<file path="src/rtl/exe_lsu_if.sv">
`default_nettype none
// ----------------------------------------------------------------------------
// exe_lsu_if : instruction-side and memory-side signal bundle for exe_lsu
// Rev 1.0
// ----------------------------------------------------------------------------
interface exe_lsu_if #(
  parameter int DATA_WIDTH = 32,
  parameter int ADDR_WIDTH = 32
);
  logic                      valid_i;
  logic                      ready_o;
  logic [31:0]               inst_i;
  logic [DATA_WIDTH-1:0]     op1_i;
  logic [DATA_WIDTH-1:0]     op2_i;
  logic                      mem_req_o;
  logic                      mem_we_o;
  logic [ADDR_WIDTH-1:0]     mem_addr_o;
  logic [DATA_WIDTH/8-1:0]   mem_be_o;
  logic [DATA_WIDTH-1:0]     mem_wdata_o;
  logic                      mem_ack_i;
  logic [DATA_WIDTH-1:0]     mem_rdata_i;
  logic                      done_o;
  logic                      reg_we_o;
  logic [DATA_WIDTH-1:0]     reg_wdata_o;
  logic                      err_o;
  logic [1:0]                err_code_o;

  modport slave (
    input  valid_i, inst_i, op1_i, op2_i, mem_ack_i, mem_rdata_i,
    output ready_o, mem_req_o, mem_we_o, mem_addr_o, mem_be_o, mem_wdata_o,
           done_o, reg_we_o, reg_wdata_o, err_o, err_code_o
  );

  modport master (
    output valid_i, inst_i, op1_i, op2_i, mem_ack_i, mem_rdata_i,
    input  ready_o, mem_req_o, mem_we_o, mem_addr_o, mem_be_o, mem_wdata_o,
           done_o, reg_we_o, reg_wdata_o, err_o, err_code_o
  );
endinterface
`default_nettype wire

</file>
<file path="src/rtl/exe_lsu.sv">
`default_nettype none
// ----------------------------------------------------------------------------
// exe_lsu : single-outstanding load/store unit with alignment, funct3 and
//           bus-timeout error reporting
// Rev 1.0
// ----------------------------------------------------------------------------
module exe_lsu #(
  parameter int DATA_WIDTH = 32,
  parameter int ADDR_WIDTH = 32,
  parameter int TIMEOUT    = 16
) (
  input  wire logic   clk_i,
  input  wire logic   rst_i,
  exe_lsu_if.slave    bus
);

  localparam logic [1:0] S_IDLE = 2'd0;
  localparam logic [1:0] S_REQ  = 2'd1;
  localparam logic [1:0] S_DONE = 2'd2;

  localparam logic [6:0] OPC_LOAD  = 7'b0000011;
  localparam logic [6:0] OPC_STORE = 7'b0100011;

  localparam logic [1:0] ERR_NONE     = 2'b00;
  localparam logic [1:0] ERR_MISALIGN = 2'b01;
  localparam logic [1:0] ERR_FUNCT3   = 2'b10;
  localparam logic [1:0] ERR_TIMEOUT  = 2'b11;

  localparam logic [7:0] CNT_LAST = 8'(TIMEOUT - 1);

  logic [1:0]              state_q, state_d;
  logic [ADDR_WIDTH-1:0]   addr_q, addr_d;
  logic [DATA_WIDTH-1:0]   wdata_q, wdata_d;
  logic [DATA_WIDTH/8-1:0] be_q, be_d;
  logic                    we_q, we_d;
  logic [2:0]              funct3_q, funct3_d;
  logic [7:0]              cnt_q, cnt_d;
  logic [DATA_WIDTH-1:0]   result_q, result_d;
  logic [1:0]              err_q, err_d;

  logic [6:0]              w_opcode;
  logic [2:0]              w_f3;
  logic                    w_is_load, w_is_store, w_legal, w_misalign;
  logic [11:0]             w_imm;
  logic [ADDR_WIDTH-1:0]   w_ea;
  logic [DATA_WIDTH/8-1:0] w_be;
  logic [DATA_WIDTH-1:0]   w_wdata, w_lane, w_load_ext;
  logic                    w_req, w_done;
  logic                    w_unused;

  assign w_opcode   = bus.inst_i[6:0];
  assign w_f3       = bus.inst_i[14:12];
  assign w_is_load  = (w_opcode == OPC_LOAD);
  assign w_is_store = (w_opcode == OPC_STORE);
  assign w_imm      = w_is_store ? {bus.inst_i[31:25], bus.inst_i[11:7]} : bus.inst_i[31:20];
  assign w_ea       = bus.op1_i[ADDR_WIDTH-1:0] + {{(ADDR_WIDTH-12){w_imm[11]}}, w_imm};
  assign w_unused   = ^bus.inst_i[19:15];

  always_comb begin
    w_legal = 1'b0;
    if (w_is_load)
      w_legal = (w_f3 == 3'b000) || (w_f3 == 3'b001) || (w_f3 == 3'b010) ||
                (w_f3 == 3'b100) || (w_f3 == 3'b101);
    else if (w_is_store)
      w_legal = (w_f3 == 3'b000) || (w_f3 == 3'b001) || (w_f3 == 3'b010);
  end

  assign w_misalign = ((w_f3[1:0] == 2'b01) && w_ea[0]) ||
                      ((w_f3[1:0] == 2'b10) && (w_ea[1:0] != 2'b00));

  // funct3[1:0] encodes access size for both loads and stores.
  always_comb begin
    case (w_f3[1:0])
      2'b00: begin
        w_be    = 4'b0001 << w_ea[1:0];
        w_wdata = {4{bus.op2_i[7:0]}};
      end
      2'b01: begin
        w_be    = 4'b0011 << w_ea[1:0];
        w_wdata = {2{bus.op2_i[15:0]}};
      end
      default: begin
        w_be    = 4'b1111;
        w_wdata = bus.op2_i;
      end
    endcase
  end

  assign w_lane = bus.mem_rdata_i >> {addr_q[1:0], 3'b000};

  always_comb begin
    case (funct3_q)
      3'b000:  w_load_ext = {{24{w_lane[7]}}, w_lane[7:0]};
      3'b100:  w_load_ext = {24'd0, w_lane[7:0]};
      3'b001:  w_load_ext = {{16{w_lane[15]}}, w_lane[15:0]};
      3'b101:  w_load_ext = {16'd0, w_lane[15:0]};
      default: w_load_ext = bus.mem_rdata_i;
    endcase
  end

  always_comb begin
    state_d  = state_q;
    addr_d   = addr_q;
    wdata_d  = wdata_q;
    be_d     = be_q;
    we_d     = we_q;
    funct3_d = funct3_q;
    cnt_d    = cnt_q;
    result_d = result_q;
    err_d    = err_q;
    case (state_q)
      S_IDLE: begin
        if (bus.valid_i && (w_is_load || w_is_store)) begin
          addr_d   = w_ea;
          wdata_d  = w_wdata;
          be_d     = w_be;
          we_d     = w_is_store;
          funct3_d = w_f3;
          cnt_d    = 8'd0;
          result_d = '0;
          if (!w_legal) begin
            err_d   = ERR_FUNCT3;
            state_d = S_DONE;
          end else if (w_misalign) begin
            err_d   = ERR_MISALIGN;
            state_d = S_DONE;
          end else begin
            err_d   = ERR_NONE;
            state_d = S_REQ;
          end
        end
      end
      S_REQ: begin
        // An ack arriving on the final allowed cycle still wins over timeout.
        if (bus.mem_ack_i) begin
          result_d = w_load_ext;
          state_d  = S_DONE;
        end else if (cnt_q == CNT_LAST) begin
          err_d   = ERR_TIMEOUT;
          state_d = S_DONE;
        end else begin
          cnt_d = cnt_q + 8'd1;
        end
      end
      S_DONE: begin
        cnt_d   = 8'd0;
        state_d = S_IDLE;
      end
      default: state_d = S_IDLE;
    endcase
  end

  always_ff @(posedge clk_i or posedge rst_i) begin
    if (rst_i) begin
      state_q  <= S_IDLE;
      addr_q   <= '0;
      wdata_q  <= '0;
      be_q     <= '0;
      we_q     <= 1'b0;
      funct3_q <= 3'd0;
      cnt_q    <= 8'd0;
      result_q <= '0;
      err_q    <= ERR_NONE;
    end else begin
      state_q  <= state_d;
      addr_q   <= addr_d;
      wdata_q  <= wdata_d;
      be_q     <= be_d;
      we_q     <= we_d;
      funct3_q <= funct3_d;
      cnt_q    <= cnt_d;
      result_q <= result_d;
      err_q    <= err_d;
    end
  end

  assign w_req  = (state_q == S_REQ);
  assign w_done = (state_q == S_DONE);

  assign bus.ready_o     = (state_q == S_IDLE);
  assign bus.mem_req_o   = w_req;
  assign bus.mem_we_o    = w_req & we_q;
  assign bus.mem_addr_o  = w_req ? {addr_q[ADDR_WIDTH-1:2], 2'b00} : '0;
  assign bus.mem_be_o    = w_req ? be_q : '0;
  assign bus.mem_wdata_o = w_req ? wdata_q : '0;
  assign bus.done_o      = w_done;
  assign bus.err_o       = w_done && (err_q != ERR_NONE);
  assign bus.err_code_o  = w_done ? err_q : ERR_NONE;
  assign bus.reg_we_o    = w_done && !we_q && (err_q == ERR_NONE);
  assign bus.reg_wdata_o = bus.reg_we_o ? result_q : '0;

endmodule
`default_nettype wire
</file>
<file path="src/flat_wrapper.sv">
// flat-port wrapper written by rule: the top's interface ports become plain ports
module exe_lsu_flat 
#(
  parameter int DATA_WIDTH = 32,
  parameter int ADDR_WIDTH = 32,
  parameter int TIMEOUT    = 16
)
  (clk_i, rst_i, bus_valid_i, bus_inst_i, bus_op1_i, bus_op2_i, bus_mem_ack_i, bus_mem_rdata_i, bus_ready_o, bus_mem_req_o, bus_mem_we_o, bus_mem_addr_o, bus_mem_be_o, bus_mem_wdata_o, bus_done_o, bus_reg_we_o, bus_reg_wdata_o, bus_err_o, bus_err_code_o);
  exe_lsu_if #(.DATA_WIDTH(DATA_WIDTH), .ADDR_WIDTH(ADDR_WIDTH)) bus_i ();
  input  wire logic clk_i;
  input  wire logic rst_i;
  input wire logic [$bits(bus_i.valid_i)-1:0] bus_valid_i;
  input wire logic [$bits(bus_i.inst_i)-1:0] bus_inst_i;
  input wire logic [$bits(bus_i.op1_i)-1:0] bus_op1_i;
  input wire logic [$bits(bus_i.op2_i)-1:0] bus_op2_i;
  input wire logic [$bits(bus_i.mem_ack_i)-1:0] bus_mem_ack_i;
  input wire logic [$bits(bus_i.mem_rdata_i)-1:0] bus_mem_rdata_i;
  output wire logic [$bits(bus_i.ready_o)-1:0] bus_ready_o;
  output wire logic [$bits(bus_i.mem_req_o)-1:0] bus_mem_req_o;
  output wire logic [$bits(bus_i.mem_we_o)-1:0] bus_mem_we_o;
  output wire logic [$bits(bus_i.mem_addr_o)-1:0] bus_mem_addr_o;
  output wire logic [$bits(bus_i.mem_be_o)-1:0] bus_mem_be_o;
  output wire logic [$bits(bus_i.mem_wdata_o)-1:0] bus_mem_wdata_o;
  output wire logic [$bits(bus_i.done_o)-1:0] bus_done_o;
  output wire logic [$bits(bus_i.reg_we_o)-1:0] bus_reg_we_o;
  output wire logic [$bits(bus_i.reg_wdata_o)-1:0] bus_reg_wdata_o;
  output wire logic [$bits(bus_i.err_o)-1:0] bus_err_o;
  output wire logic [$bits(bus_i.err_code_o)-1:0] bus_err_code_o;
  assign bus_i.valid_i = bus_valid_i;
  assign bus_i.inst_i = bus_inst_i;
  assign bus_i.op1_i = bus_op1_i;
  assign bus_i.op2_i = bus_op2_i;
  assign bus_i.mem_ack_i = bus_mem_ack_i;
  assign bus_i.mem_rdata_i = bus_mem_rdata_i;
  assign bus_ready_o = bus_i.ready_o;
  assign bus_mem_req_o = bus_i.mem_req_o;
  assign bus_mem_we_o = bus_i.mem_we_o;
  assign bus_mem_addr_o = bus_i.mem_addr_o;
  assign bus_mem_be_o = bus_i.mem_be_o;
  assign bus_mem_wdata_o = bus_i.mem_wdata_o;
  assign bus_done_o = bus_i.done_o;
  assign bus_reg_we_o = bus_i.reg_we_o;
  assign bus_reg_wdata_o = bus_i.reg_wdata_o;
  assign bus_err_o = bus_i.err_o;
  assign bus_err_code_o = bus_i.err_code_o;
  exe_lsu #(.DATA_WIDTH(DATA_WIDTH), .ADDR_WIDTH(ADDR_WIDTH), .TIMEOUT(TIMEOUT)) u_core (.clk_i(clk_i), .rst_i(rst_i), .bus(bus_i));
endmodule
</file>
<file path="config.mk">
export PLATFORM = sky130hd
export DESIGN_NAME = exe_lsu_flat
export DESIGN_NICKNAME = d
export VERILOG_FILES = /design/src/rtl/exe_lsu_if.sv /design/src/rtl/exe_lsu.sv /design/src/flat_wrapper.sv
export SDC_FILE = /design/constraint.sdc
export NUM_CORES = 1
export LEC_CHECK = 0
export ABC_AREA = 1
export CORE_MARGIN = 4
export CORE_UTILIZATION = 53
export DETAILED_ROUTE_END_ITERATION = 12
export GPL_TIMING_DRIVEN = 0
export MAX_ROUTING_LAYER = met4
export PLACE_DENSITY_LB_ADDON = 0.12
export SYNTH_ARGS = -nofsm -noshare
export SYNTH_HDL_FRONTEND = slang
export SYNTH_SLANG_ARGS = --single-unit
</file>
<file path="constraint.sdc">
create_clock -name clk_i -period 9.4 [get_ports clk_i]
set_clock_uncertainty 0.1 [all_clocks]
set_input_delay 0.94 -clock clk_i [delete_from_list [all_inputs] [get_ports clk_i]]
set_output_delay 0.94 -clock clk_i [all_outputs]
set_load 0.01 [all_outputs]
</file>
==> impl_metrics.py <==
metrics = {
    "cells_and_area": {
        "syn_to_final_growth_pct": 37.0,
        "nFillCells": 1372,
        "final-seq-area_um2": 2900,
        "multi_input_area_um2": 4520,
        "drive_gt1_share_pct": 5.32,
        "fin_nets": 1769,
        "final_area_um2": 11900,
    },
    "clock_tree": {
        "postCtsHoldBufs": 0,
        "cts_max_level": 4,
        "cts_tree": "yes",
        "post-cts-setup-buffer-count": 0,
        "cts_resized": 0,
        "path_clk_slew_ns": 0.06,
        "cts_buffers": 17,
        "root_buffer": "clkbuf_16",
        "clock_latency_ns": 0.42,
        "cts_max_path_buffers": 2,
        "cts_sinks": 116,
    },
    "global_route": {
        "antenna_found_initial": 1,
        "grt_pass1_vias": 9226,
        "grtUsageTotal_pct": 32.9,
        "grt_pass1_wl_um": 46500,
        "grt_max_degree": 64,
        "globalRouteOverflowTotal": 0,
    },
    "critical_path": {
        "r2r-start": "u_core.addr_q[0]",
        "slowest_stage": "clkbuf_1",
        "required_ns": 8.36,
        "cp-start-kind": "flip-flop",
        "critPathKind": "flip-flop to output pin",
        "path_delay_family": "buffers and inverters",
        "crit_cells": 7,
        "crit_top_cell": "clkbuf_1",
        "r2r_slack_ns": 7.43,
        "critPathLaunch": "u_core.state_q[0]",
        "max_stage_delay_ns": 0.56,
        "cp_max_fo": 10,
        "endpoint_kind": "output pin",
        "r2r-end": "u_core.result_q[5]",
        "reg2regPathDepth": 7,
        "path_buf_inv": 5,
        "crit_chain": "inv_2 -> nor2_4 -> inv_4 -> clkbuf_1 -> clkbuf_1 -> nor2_1 -> clkdlybuf4s50_1",
        "crit_arrival_ns": 2.94,
    },
    "min_path": {
        "hold_depth": 2,
        "hold_class": "flip-flop to flip-flop",
        "min_from": "u_core.addr_q[16]",
        "hold_end": "u_core.addr_q[16]",
    },
    "logic_synthesis": {
        "synth_top_flop_cell": "dfrtp_1",
        "yosysTopAreaCellShare_pct": 33.3,
        "ys_warn_count": 0,
        "synth-edff-count": 0,
        "syn_inst": 1351,
        "syn_avg_cell_area_um2": 6.45,
        "synthArstFlopShare_pct": 100,
        "synth_top_area_cell": "dfrtp_1",
        "synth_area_leaders": "dfrtp_1, nand2_1, inv_1",
        "yosysSeqAreaShare_pct": 33.3,
        "ys_ff_latch": 116,
        "synth_area_um2": 8710,
        "synth.distinct_cells": 46,
    },
    "die": {
        "die-area_um2": 18600,
        "die_w_um": 136,
        "die_h_um": 136,
        "core_area_um2": 16000,
        "start_util_pct": 54.5,
        "row_count": 46,
        "io_pins": 240,
    },
    "place": {
        "pre_cts_ws_ns": 5.27,
        "routabilityCongestion": 0.971,
        "hpwl_um": 23300,
        "port_buffers": 232,
        "place_area_um2": 11300,
    },
    "power_and_ir_drop": {
        "p_per_area_nw_per_um2": 141,
        "irDropWorstVdd_mv": 0.148,
        "p_leak_nw": 6.03,
    },
    "detailed_routing": {
        "wl_per_cell_um": 16.2,
        "routed_wl_um": 29800,
        "drt_iter0_markers": 743,
        "route.detailed.drc": 0,
        "num_vias": 9640,
        "viasPerCell": 5.26,
        "firstDrtPassIters": 6,
        "ant_nets": 0,
    },
    "timing": {
        "tightest_slew_ns": 0.850,
        "min_period_over_period_pct": 42.3,
        "drv_slew": 0,
        "hold_violations": 0,
        "period_minus_slack_ns": 3.98,
        "rsz0062_at_grt": "false",
        "maxSlewHeadroom_pct": 43.1,
        "final.setup.worst_slack_ns": 5.42,
        "final-setup-viol-count": 0,
        "clock.fmax_mhz": 251,
        "fin_tns_setup_ns": 0,
    },
    "outcome": {
        "status": "completed",
    },
    "run": {
        "cap_violations": 0,
    },
}
sequential cells by signal (all words and copies together) (netlist names):
name / cells
u_core.wdata_q: 32
u_core.err_q: 2
u_core.cnt_q: 8
u_core.funct3_q: 3
u_core.addr_q: 32
u_core.state_q: 2
u_core.result_q: 32
u_core.we_q: 1
u_core.be_q: 4
metrics by stage:
| step | util (%) | hold slack [ns] | total power [mW] | std cells |
|---|---|---|---|---|
| floorplan | - | 0.349 | 0.876 | 1352 |
| global placement | 70.7 | 0.364 | 1.01 | 1800 |
| detailed placement | 70.9 | 0.366 | 1.03 | 1801 |
| CTS | 74.6 | 0.383 | 1.68 | 1833 |
| global route | 74.6 | 0.406 | 1.76 | 1834 |
| finish | 74.6 | 0.381 | 1.68 | 1834 |
tightest hold or removal path, delay by kind of cell (launching register included):
family	cells	cell delay, ns
DFF	1	0.34
and+or+nand+nor	2	0.11
cell type report:
class | instances | share of cell area (%)
clock buffers | 19 | 3.71
well taps | 216 | 2.26
flip-flops and latches | 116 | 24.3
diodes | 1 | 0.0210
repair buffers | 233 | 19.7
inverters | 279 | 8.86
plain buffers | 48 | 2.00
multi-input cells | 909 | 37.9
clock inverters | 13 | 1.26
synthesized netlist by cell type (2+ instances only):
cell      instances
nand2_1         350
inv_1           271
nor2_1          173
dfrtp_1         116
o21ai_0          89
a21oi_1          74
nand3_1          65
ha_1             32
clkbuf_1         25
buf_2            13
o22ai_1          13
xnor2_1          12
a22oi_1           9
nand3_2           9
nand4_1           8
o21ai_2           8
o221ai_1          8
o31ai_1           8
a22o_1            6
nor3_1            6
a221oi_1          5
xor2_1            5
a31oi_1           4
buf_1             4
inv_2             4
mux2_2            4
buf_4             3
nand3b_1          3
a211oi_1          2
buf_6             2
clkinv_1          2
inv_4             2
o21ai_1           2
o21bai_1          2
per-layer routing:
layer | share of wire (%) | global-route usage (%) | vias to the layer above
li1 | - | - | 4730
met1 | 39 | 38.5 | 4393
met2 | 50 | 56.4 | 438
met3 | 7.3 | 5.48 | 79
met4 | 3.8 | 13.4 | 0
met5 | 0 | - | -
where the power goes:
part	internal, mW	leakage [nW]	total [mW]	switching [mW]
combinational	0.169	4.34	0.426	0.257
sequential	0.571	1.41	0.601	0.0300
clock	0.401	0.285	0.656	0.255
total	1.14	6.03	1.68	0.542
placed cells by master, fill, tap and decap left out, types with 5 or more instances in the layout:
master           netlist  final
nand3_2                9      9
a22o_1                 6      6
xnor2_1               12     12
xor2_1                 5      5
nand4_1                8      8
o21ai_2                8      8
dfrtp_1              116    116
nor2_1               173    173
ha_1                  32     32
inv_1                271    270
o22ai_1               13     13
o21ai_0               89     89
nand2_1              350    350
clkdlybuf4s50_1        0    232
clkbuf_1              25     26
a221oi_1               5      5
a21oi_1               74     74
inv_6                  0      5
nand3_1               65     65
o31ai_1                8      8
nor3_1                 6      6
buf_2                 13     13
o221ai_1               8      8
a22oi_1                9      9
clkbuf_16              0     17
worst max-delay path by stage:
stage	to	slack [ns]
2_1_floorplan	u_core.addr_q[0]	5.29
3_3_place_gp	u_core.addr_q[28]	3.51
3_5_place_dp	u_core.addr_q[24]	5.27
4_1_cts	bus_mem_be_o[1]	5.51
5_1_grt	bus_mem_be_o[1]	5.31
6_report	bus_mem_be_o[1]	5.42
cells by family after synthesis:
| family | synth area share [%] |
|---|---|
| simple gates | 29.4 |
| buf+inv | 14.8 |
| compound gates | 15.4 |
| flops | 33.3 |
| fa+ha+maj | 4.82 |
| xor+xnor | 1.71 |
| mux | 0.517 |
| other cells | 0.0430 |
Power figures use the tool's default switching activity.
==> patch 1 (same flow settings) <==
Make the reset (`rst_i`) synchronous in one clocked block.
--- a/src/rtl/exe_lsu.sv
+++ b/src/rtl/exe_lsu.sv
@@ -150,7 +150,7 @@
     endcase
   end
 
-  always_ff @(posedge clk_i or posedge rst_i) begin
+  always_ff @(posedge clk_i) begin
     if (rst_i) begin
       state_q  <= S_IDLE;
       addr_q   <= '0;
Function: differs if rst_i is asserted again (counterexample within 4 cycles, from zero or initial values and one cycle with rst_i high); with rst_i held inactive, the same outputs for 4 cycles.
==> patch 1 against the unedited design <==
  * First-iteration DRC count is 11% higher
  * Wire length is 1.5% higher
  * Via count is 8.4% higher
  * Utilization is 0.14 points lower
  * Worst setup slack worse by 0.35 ns
  * Cell count is 9.9% higher
  * Total power is 15% lower
  * Design area is 0.19% lower
  * Sequential cell count stayed put
  * Synthesized area is 0.40% higher
==> patch 1: results <==
{
  "rrSetupSlack_ns": 7.35,
  "p_leak_nw": 6.00,
  "synth_adder_area_share_pct": 5.23,
  "crit_arrival_ns": 4.55,
  "wl_met3_um": 2580,
  "wire_per_inst_um": 15.0,
  "hold_ws_ns": 0.359,
  "synthTopCellsByCount": "nand2_1, inv_1, nor2_1, a21oi_1, dfxtp_1",
  "synthFlopType": "dfxtp_1",
  "grt_max_degree": 22,
  "drtIter0Drc": 824,
  "muxShareOfSynthArea_pct": 0,
  "reg2reg_to": "u_core.wdata_q[30]$_SDFFE_PP0P_",
  "min_from": "u_core.result_q[5]$_SDFFE_PP0P_",
  "worst-path-max-fanout": 7,
  "hold_end": "u_core.result_q[5]$_SDFFE_PP0P_",
  "finalNetCount": 1955,
  "critPathLaunch": "bus_inst_i[4]",
  "crit_path_top_delay_cell": "fa_1",
  "drive_gt1_share_pct": 4.78,
  "use_met1_pct": 38.3,
  "port_buffers": 231,
  "ys_async_sr_fraction_pct": 0,
  "wl_met1_um": 12200,
  "antenna_cells": 0,
  "grt_pass1_wl_um": 47100,
  "worst_path_largest_cell_delay_ns": 0.66,
  "gp_congestion": 0.977,
  "yosys.cell_types.count": 49,
  "placed_area_mm2": 0.0113,
  "ir_drop_mv": 0.136,
  "grt_pass1_vias": 9799,
  "grtUsageMet3_pct": 6.70,
  "synthXorXnorAreaFrac_pct": 1.50,
  "status": "completed",
  "reg2reg_from": "u_core.state_q[0]$_SDFFE_PP0P_",
  "crit_path_end": "u_core.state_q[1]$_SDFFE_PP0P_",
  "synthTopCellsByArea": "dfxtp_1, nand2_1, inv_1, nor2_1, a21oi_1"
}
[patch 1: metrics by stage]
stage	total power (W)	setup slack (ns)	cells
finish	0.00142	5.07	2015
global route	0.00148	4.87	2015
CTS	0.00142	5.05	2015
detailed placement	0.000785	4.70	1984
global placement	0.000781	4.75	1984
floorplan	0.000673	6.18	1537
[patch 1: worst reg2reg max path, stage by stage (launching register included)]
cell,delay (ns)
dfxtp_1,0.37
inv_1,0.08
ha_1,0.29
nand4_4,0.16
buf_2,0.27
clkbuf_1,0.44
nand2_1,0.09
a21oi_1,0.16
[patch 1: cell type report]
type	instances	area, µm²
Multi-Input combinational cell	1055	4990
Timing Repair Buffer	231	2310
Clock buffer	17	425
Inverter	305	1140
Buffer	61	294
Sequential cell	116	2320
Clock inverter	14	155
Fill cell	1394	4090
Tap cell	216	270
[patch 1: power by group]
group / internal [W] / switching [W]
Combinational: 0.000117 / 0.000164
Sequential: 0.000496 / 0.00000288
Clock: 0.000391 / 0.000252
==> patch 2 (same settings) <==
Made on the original files. `TIMEOUT` is set to 16 in 2 places; all go to 8.
--- a/src/rtl/exe_lsu.sv
+++ b/src/rtl/exe_lsu.sv
@@ -7,7 +7,7 @@
 module exe_lsu #(
   parameter int DATA_WIDTH = 32,
   parameter int ADDR_WIDTH = 32,
-  parameter int TIMEOUT    = 16
+  parameter int TIMEOUT    = 8
 ) (
   input  wire logic   clk_i,
   input  wire logic   rst_i,
--- a/src/flat_wrapper.sv
+++ b/src/flat_wrapper.sv
@@ -3,7 +3,7 @@
 #(
   parameter int DATA_WIDTH = 32,
   parameter int ADDR_WIDTH = 32,
-  parameter int TIMEOUT    = 16
+  parameter int TIMEOUT    = 8
 )
   (clk_i, rst_i, bus_valid_i, bus_inst_i, bus_op1_i, bus_op2_i, bus_mem_ack_i, bus_mem_rdata_i, bus_ready_o, bus_mem_req_o, bus_mem_we_o, bus_mem_addr_o, bus_mem_be_o, bus_mem_wdata_o, bus_done_o, bus_reg_we_o, bus_reg_wdata_o, bus_err_o, bus_err_code_o);
   exe_lsu_if #(.DATA_WIDTH(DATA_WIDTH), .ADDR_WIDTH(ADDR_WIDTH)) bus_i ();
Check against the original RTL: not equivalent (a bounded check fails within 10 cycles, from zero or initial values and one cycle with rst_i high).
==> patch 2 against the unedited design <==
  * Worst setup slack better by 0.28 ns
  * Sequential share of layout area hardly changed
  * Design area about the same
  * Synthesized area rose by 0.34%
  * Sequential power increased by 0.7%
  * Combinational power up 6.8%
  * Global-route usage fell by 0.41 points
  * Sequential cell count unchanged
  * Total power up 0.38%
  * Wire length decreased by 0.59%
  * Critical endpoint is now u_core.state_q[0]$_DFFE_PP0P_
==> patch 2: results <==
{
  "dp_hpwl_um": 23000,
  "p_leak_nw": 6.03,
  "grt_pass1_vias": 9294,
  "reg2reg_to": "u_core.result_q[24]$_DFFE_PP0P_",
  "slew_headroom_pct": 50.3,
  "crit_arrival_ns": 3.92,
  "finalNetCount": 1763,
  "grt_max_degree": 95,
  "status": "completed",
  "viasPerCell": 5.30,
  "gp_congestion": 0.952,
  "drt_first_pass_iters": 8,
  "min_path_cells": 2,
  "crit_path_end": "u_core.state_q[0]$_DFFE_PP0P_",
  "yosysSeqAreaShare_pct": 33.2,
  "drtIter0Drc": 861,
  "yosys.cell_types.count": 47,
  "antenna_found_initial": 0,
  "hold_ws_ns": 0.382,
  "ys_async_sr_fraction_pct": 100,
  "worst_path_largest_cell_delay_ns": 0.59,
  "critPathLaunch": "bus_inst_i[1]",
  "rrSetupSlack_ns": 7.50,
  "antenna_cells": 0,
  "post_cts_resized": 0,
  "hold_end": "u_core.addr_q[30]$_DFFE_PP0P_",
  "grt_pass1_wl_um": 46100,
  "ir_drop_mv": 0.116,
  "synthTopCellsByCount": "nand2_1, inv_1, nor2_1, dfrtp_1, o21ai_0",
  "drive_gt1_share_pct": 5.83,
  "crit_path_top_delay_cell": "fa_1",
  "reg2reg_from": "u_core.funct3_q[1]$_DFFE_PP0P_",
  "grt_use_total_pct": 32.5,
  "wire_per_inst_um": 16.2,
  "worst-path-max-fanout": 7,
  "min_from": "u_core.addr_q[30]$_DFFE_PP0P_",
  "placed_area_mm2": 0.0114,
  "synthTopCellsByArea": "dfrtp_1, nand2_1, inv_1, nor2_1, ha_1"
}
## patch 2: changes by cell type in the layout (fill, tap and decap cells not counted), moves of 3 or more
| cell | unedited run | this run |
|---|---|---|
| a21oi_1 | 74 | 71 |
| a41oi_1 | 0 | 3 |
| buf_1 | 4 | 7 |
| buf_2 | 13 | 16 |
| clkbuf_1 | 26 | 17 |
| nand2_1 | 350 | 344 |
| nand3_1 | 65 | 69 |
| o21ai_0 | 89 | 80 |
| o21ai_1 | 2 | 8 |
## patch 2: cells by family (layout without fill, tap and decap cells)
family,count (synthesis),in the layout,share of synthesized area [%]
AOI/OAI and AO/OA,229,229,15.3
and+or+nand+nor,619,619,29.3
xor gates and xnor gates,17,17,1.70
buffers and inverters,326,591,15.1
DFF,116,116,33.2
other,1,2,0.0429
adders and majority gates,33,33,4.81
muxes,4,4,0.515
## patch 2: critical path, delay by kind of cell
family / cells / cell delay [ns]
buffers and inverters: 2 / 0.53
AND/OR/NAND/NOR: 5 / 0.72
adder cells (fa/ha/maj): 2 / 0.84
AO/OA/AOI/OAI: 2 / 0.55
multiplexers: 1 / 0.32
## patch 2: per-stage QoR
| step | worst slack (ns) | instances |
|---|---|---|
| floorplan | 5.29 | 1346 |
| global placement | 3.62 | 1794 |
| detailed placement | 5.30 | 1795 |
| CTS | 5.72 | 1827 |
| global route | 5.46 | 1827 |
| finish | 5.70 | 1827 |
## patch 2: area by class of cell
cell class / instances / area, µm²
Tap cell: 216 / 270
Multi-Input combinational cell: 904 / 4520
Clock buffer: 17 / 425
Inverter: 276 / 1050
Fill cell: 1333 / 4060
Sequential cell: 116 / 2900
Clock inverter: 15 / 146
Timing Repair Buffer: 233 / 2350
Buffer: 50 / 280
## patch 2: per-layer routing
| metal | global-route usage [%] | wire, µm | up-vias |
|---|---|---|---|
| met4 | 11.9 | 941 | 0 |
| met1 | 37.3 | 11400 | 4473 |
| met5 | - | 0 | - |
| met3 | 4.44 | 2070 | 77 |
| li1 | - | - | 4700 |
| met2 | 57.8 | 15200 | 437 |
## patch 2: power by group
part / internal [W] / leakage (nW) / switching (W) / total [W]
Sequential: 0.000573 / 1.41 / 0.0000318 / 0.000605
Combinational: 0.000183 / 4.35 / 0.000273 / 0.000455
Clock: 0.000370 / 0.270 / 0.000260 / 0.000630
